--- config.mk ---
export PLATFORM = sky130hd
export DESIGN_NAME = toggle_handshake_receiver
export DESIGN_NICKNAME = d
export VERILOG_FILES = /design/src/rtl/tgl_rx_pkg.sv /design/src/rtl/tgl_sync.sv /design/src/rtl/toggle_handshake_receiver.sv
export SDC_FILE = /design/constraint.sdc
export NUM_CORES = 1
export LEC_CHECK = 0
export ABC_AREA = 1
export BUFFER_PORTS_ARGS = -buffer_cell sky130_fd_sc_hd__clkbuf_2
export CORE_MARGIN = 8
export CORE_UTILIZATION = 52
export DETAILED_ROUTE_END_ITERATION = 10
export PLACE_DENSITY = 0.84
export SLEW_MARGIN = 20
export SYNTH_ARGS = -nofsm -noshare
export SYNTH_HDL_FRONTEND = slang
export SYNTH_HIERARCHICAL = 1
export SYNTH_SLANG_ARGS = --single-unit
--- constraint.sdc ---
create_clock -name clk -period 2.05 [get_ports clk]
set_input_delay 0.1025 -clock clk [delete_from_list [all_inputs] [get_ports clk]]
set_output_delay 0.1025 -clock clk [all_outputs]
set_load 0.03 [all_outputs]
--- src/rtl/tgl_rx_pkg.sv ---
// Shared types and default sizes for the toggle handshake receiver.
package tgl_rx_pkg;

  localparam int unsigned TGL_RX_DATA_W      = 8;
  localparam int unsigned TGL_RX_SYNC_STAGES = 2;
  localparam int unsigned TGL_RX_CNT_W       = 16;

  typedef enum logic {
    IDLE  = 1'b0,
    VALID = 1'b1
  } tgl_rx_state_t;

endpackage

--- src/rtl/tgl_sync.sv ---
// Multi-flop single-bit synchroniser with asynchronous clear.
module tgl_sync #(
  parameter int unsigned STAGES = 2
) (
  input  logic clk,
  input  logic rst,
  input  logic d,
  output logic q
);

  logic [STAGES-1:0] ff;

  always_ff @(posedge clk or posedge rst) begin
    if (rst) ff <= '0;
    else     ff <= {ff[STAGES-2:0], d};
  end

  assign q = ff[STAGES-1];

endmodule

--- src/rtl/toggle_handshake_receiver.sv ---
// Receiver for a toggle-encoded req/ack link presenting words on a valid/ready port.
// Optional protocol error detection is built when TGL_RX_ERR_EN is defined.
module toggle_handshake_receiver
  import tgl_rx_pkg::*;
#(
  parameter int unsigned DATA_W      = TGL_RX_DATA_W,
  parameter int unsigned SYNC_STAGES = TGL_RX_SYNC_STAGES,
  parameter int unsigned CNT_W       = TGL_RX_CNT_W
) (
  input  logic              clk,
  input  logic              rst,
  input  logic              req_tgl,
  input  logic [DATA_W-1:0] data_in,
  output logic              ack_tgl,
  output logic              out_valid,
  output logic [DATA_W-1:0] out_data,
  input  logic              out_ready,
  output logic [CNT_W-1:0]  evt_count,
  output logic              err
);

  tgl_rx_state_t     state_q, state_d;
  logic              ack_q, ack_d;
  logic              valid_q, valid_d;
  logic [DATA_W-1:0] data_q, data_d;
  logic [CNT_W-1:0]  cnt_q, cnt_d;
  logic              req_s;
  logic              pending;

  tgl_sync #(.STAGES(SYNC_STAGES)) u_req_sync (
    .clk (clk),
    .rst (rst),
    .d   (req_tgl),
    .q   (req_s)
  );

  assign pending = (req_s != ack_q);

  always_ff @(posedge clk or posedge rst) begin
    if (rst) begin
      state_q <= IDLE;
      ack_q   <= 1'b0;
      valid_q <= 1'b0;
      data_q  <= '0;
      cnt_q   <= '0;
    end else begin
      state_q <= state_d;
      ack_q   <= ack_d;
      valid_q <= valid_d;
      data_q  <= data_d;
      cnt_q   <= cnt_d;
    end
  end

  // Capture on a pending request; release and acknowledge on consumer accept.
  always_comb begin
    state_d = state_q;
    ack_d   = ack_q;
    valid_d = valid_q;
    data_d  = data_q;
    cnt_d   = cnt_q;
    case (state_q)
      IDLE: begin
        if (pending) begin
          data_d  = data_in;
          valid_d = 1'b1;
          state_d = VALID;
        end
      end
      VALID: begin
        if (valid_q && out_ready) begin
          valid_d = 1'b0;
          ack_d   = ~ack_q;
          state_d = IDLE;
          if (cnt_q != {CNT_W{1'b1}}) cnt_d = cnt_q + CNT_W'(1);
        end
      end
      default: state_d = IDLE;
    endcase
  end

  assign ack_tgl   = ack_q;
  assign out_valid = valid_q;
  assign out_data  = data_q;
  assign evt_count = cnt_q;

`ifdef TGL_RX_ERR_EN
  logic req_s_q;
  logic err_q;

  // A req_s change while a word is held means the sender toggled again before ack.
  always_ff @(posedge clk or posedge rst) begin
    if (rst) begin
      req_s_q <= 1'b0;
      err_q   <= 1'b0;
    end else begin
      req_s_q <= req_s;
      if (state_q == VALID && req_s != req_s_q) err_q <= 1'b1;
    end
  end

  assign err = err_q;
`else
  assign err = 1'b0;
`endif

endmodule

======== Word level (Yosys, flattened, before mapping) ========
Index checks and enable logic that the tools add are counted.
word-level totals
  register bits after elaboration ......... 29
  bits of input ports ..................... 12
  output and inout port bits .............. 27
  word-level logic and storage cells ...... 24
operators by class
  add/subtract/negate cells ............... 1
  eq/ne operators ......................... 4
  mux-type cells .......................... 6
  bitwise operators ....................... 2
  reduce and logical (&&, ||, !) cells .... 5
operators with widths
  cell                   number
  $add 16x1->16 const B  1
  $ne 16x16->1 const B   1
  $reduce_and 2->1       3
  $mux 1                 4
  $pmux 1 s2             2
  $reduce_and 3->1       1
  $ne 2x1->1 const B     1
  $ne 2x2->1 const B     1
  $not 1->1              2
  $logic_and 1x1->1      1
  $ne 1x1->1             1

======== Longest topological paths before layout ========
  depth after elaboration ................. 3
  gate-level depth with buffers ........... 9
  depth with buffers taken out ............ 9

======== Cells and area by module ========
Netlist, hierarchy kept.
by module, submodules not included
  module                     times used  cells an instance  area each (um2)  sequential area each (um2)
  toggle_handshake_receiver  1           197                1473.9           675.6
  tgl_sync                   1           3                  53.8             50.0

======== Least setup slack after synthesis ========
Ideal clock, no wire load.
  path kind ............................... register to register
  start point ............................. reg cnt_q[0] (netlist: evt_count[0])
  end point ............................... reg cnt_q[15] (netlist: evt_count[15])
  data arrival time ....................... 1.541 ns
  required time ........................... 1.933 ns
  path slack .............................. 0.392 ns
  stages on the path, launching flop included .. 10
  period minus slack after synthesis ...... 1.658 ns
  path through ............................ dfrtp_1 ha_1 nand3_2 inv_2 nand2_2 nor2_2 nor2_2 clkinv_1 nand2_1 nand2_1
on the way
  cells in the longest elaborated chain, start to end .. 2
  elaborated cells on any way between the ends .. 3
RTL lines
  item                                                   line                             text
  from (decl)                                            toggle_handshake_receiver.sv:26  logic [CNT_W-1:0] cnt_q, cnt_d;
  from (signal assigned)                                 toggle_handshake_receiver.sv:51  cnt_q <= cnt_d;
  branches (longest 2 deep; another with $add 16x1->16)  -
Several ways; the timed one is not identified.
A chain may end at the register's enable or synchronous reset.

======== Final worst setup path ========
Same ends and word-level chain as after synthesis.

==> summary.md <==
## Status
• completed — outcome

## CTS
• 29 — # clock sinks
• 330 ps — clock latency reported for the late side of the worst-skew pair
• 2 — H-tree depth
• 0 — number of resized instances in the post-cts repair step
• yes — clock tree from TritonCTS
• 5 — number of CTS-inserted buffers
• 2 — buffers from clock root to sink, at most
• 100 ps — clock slew at reported path FFs
• clkbuf_4 — cell chosen for the clock root

## Synthesis
• 22 — synth unique cells
• 29 — flip-flop and latch count after synthesis
• simple AND/OR/NAND/NOR gates — combinational family with the most area after synthesis
• 0.0401 — xor/xnor share of the synthesized area
• 0.00819 — adder-cell share of the synthesized area
• 0 — multiplexer fraction of the synthesized cell area
• 1530 um2 — post-synth design cell area
• 0.475 — sequential element share of the synthesized area
• 200 — Syn Inst Count
• 0.320 — simple-gate share of the synthesized area
• 213 — Net Count, Synth
• 6 — Synthesis Warnings
• 7.64 um2 — post-synthesis area per instance
• 0.0672 — compound-cell area share of the yosys netlist

## Setup path
• 180 ps — reg-to-reg setup timing slack
• evt_count[15] — worst setup path end
• evt_count[15] — endpoint of the lowest-slack register-to-register path
• evt_count[0] — worst setup path startpoint
• 10 — cell count of the worst reg-to-reg path
• register — Worst Setup End Kind
• evt_count[0] — reg-to-reg critical path startpoint
• 2080 ps — worst endpoint data arrival time
• reg2reg — category of the most critical setup path
• 10 — critical-path maximum fanout
• register — Startpoint Class
• 2270 ps — worst path required time

## STA
• 0 — final hold violation count
• 0.910 — crit share post-route
• 0 — final number of max-transition violations
• 0 ps — total negative slack for setup checks
• 0.536 GHz — max frequency
• 13.1 ps — Setup Skew
• no — RSZ-0062 raised after global routing
• 1870 ps — crit path time final
• 0 — Setup violations, final

## Place
• 1740 um2 — placed inst area
• 2540 um — HPWL after DPL
• 37 — PortBufs
• 0.855 — weighted congestion at the end of routability-driven global placement

## Routing
• 3480 um — sum of routed wire length over all layers
• 4.94 — ratio of routed vias to standard cells
• 12.3 um — average routed wire per standard cell
• 1393 — via count
• 0 — number of DRC violations after detailed routing
• 0 — number of nets with antenna violations after routing
• 121 — DRC violation total after the first TritonRoute iteration
• 5 — drt first pass iters

## Floorplanning
• 4930 um2 — Die ar.
• 19 — total number of placement rows
• 2780 um2 — Core Area
• 0.549 — starting density of the core
• 39 — Top-Level Pins
• 70.2 um — height of the chip
• 70.2 um — Chip Width

## Finish
• 1860 um2 — final std cell area, no fill
• 726 um2 — area used by sequential logic in the layout
• 251 — Filler Cells Inserted
• 0 — number of antenna diodes
• 669 um2 — area used by multi-input combinational logic
• 0.263 — layout cell share with drive strength beyond 1
• 263 — net count reported at finish
• 21.8% — Layout area overhead

## Global route
• 6040 um — global-route wire length before repair
• 1420 — number of global-route vias before repair
• 0.149 — total global-route track usage
• 0 — number of antenna violations at the first check in global routing
• 0 — gr ovfl total
• 28 — maximum number of pins on one net before global-route repair

## Power and ir drop
• 1.03 mV — worst IR drop on VDD
• 2.40 mW — Final Power
• 0.967 nW — leakage power figure
• 1290 nW/um2 — power density of the placed cells

## Worst hold path
• data_in[1] — hold_sp
• 3 — worst hold path depth
• in2reg — type of the tightest min-delay check

## Job
• 0 — Max-Cap Viols

-- worst min path at each step --
stage                       end  slack [ps]
4_1_cts             out_data[1]           2
3_3_place_gp   u_req_sync/ff[0]         -50
3_5_place_dp   u_req_sync/ff[0]         -50
6_report            out_data[1]           9
2_1_floorplan  u_req_sync/ff[0]        -160
5_1_grt             out_data[3]          10
-- per-stage QoR --
step | instances | hold WS [ps] | worst slack [ps] | util
floorplan | 200 | -156 | 392 | -
global placement | 267 | -51.7 | 329 | 0.625
detailed placement | 267 | -51.0 | 242 | 0.625
CTS | 282 | 2.00 | 185 | 0.669
global route | 282 | 11.3 | 64.6 | 0.669
finish | 282 | 8.77 | 184 | 0.669
-- Yosys cell counts (all sizes together) --
| cell | n | share of area |
|---|---|---|
| buf | 4 | 0.023 |
| clkinv | 1 | 0.0025 |
| conb | 1 | 0.0025 |
| dfrtp | 29 | 0.48 |
| ha | 1 | 0.0082 |
| inv | 25 | 0.061 |
| nand2 | 81 | 0.20 |
| nand3 | 9 | 0.036 |
| nand4 | 5 | 0.020 |
| nor2 | 20 | 0.059 |
| o21ai | 16 | 0.067 |
| or2 | 1 | 0.0041 |
| xnor2 | 2 | 0.011 |
| xor2 | 5 | 0.029 |
-- registers in the layout (all words and copies together) (netlist names) --
name           cells
out_valid          1
ack_tgl            1
evt_count         16
u_req_sync/ff      2
out_data           8
state_q            1
-- kinds of logic after synthesis --
logic type / after synthesis
simple gates: 116
buf+inv: 30
flops: 29
compound gates: 16
xor+xnor: 7
fa+ha+maj: 1
other cells: 1
-- repair_timing --
action,CTS,global route
hold buffers,7,0
buffers inserted,0,0
endpoints found under the hold margin,35,0
-- placed cells by master, fill, tap and decap left out, types with 6 or more instances in the layout --
master	instances
nand2_1	80
clkbuf_2	37
dfrtp_1	29
inv_1	22
nor2_1	14
o21ai_0	9
nand3_1	7
dlygate4sd3_1	7
nor2_2	6
o21ai_2	6
-- final cells by class --
type / count / area share
repair buffers: 47 / 0.149
clock buffers: 6 / 0.0222
multi-input cells: 141 / 0.360
well taps: 31 / 0.0208
inverters: 26 / 0.0525
flip-flops and latches: 29 / 0.390
clock inverters: 2 / 0.00538
-- power by group --
group / switching (mW) / internal [mW] / leakage, nW
Clock: 0.201 / 0.130 / 0.0320
Sequential: 0.193 / 0.765 / 0.372
Combinational: 0.780 / 0.327 / 0.563
Total: 1.17 / 1.22 / 0.967
-- metal layers --
layer,up-vias,share of wire,track usage
met5,-,0,0
met3,7,0.079,0.0636
met2,51,0.45,0.242
met4,0,0.020,0.0714
met1,626,0.45,0.163
li1,709,-,-
-- worst max-delay path: stages, from the launching register on --
cell      delay [ps]
dfrtp_1          460
ha_1             300
nand3_2          120
inv_2             40
nand2_2           60
nor2_2            40
nor2_2           100
buf_4            190
clkinv_1         250
nand2_1          140
nand2_1           60
No activity file was read; power rests on OpenSTA's default activity.
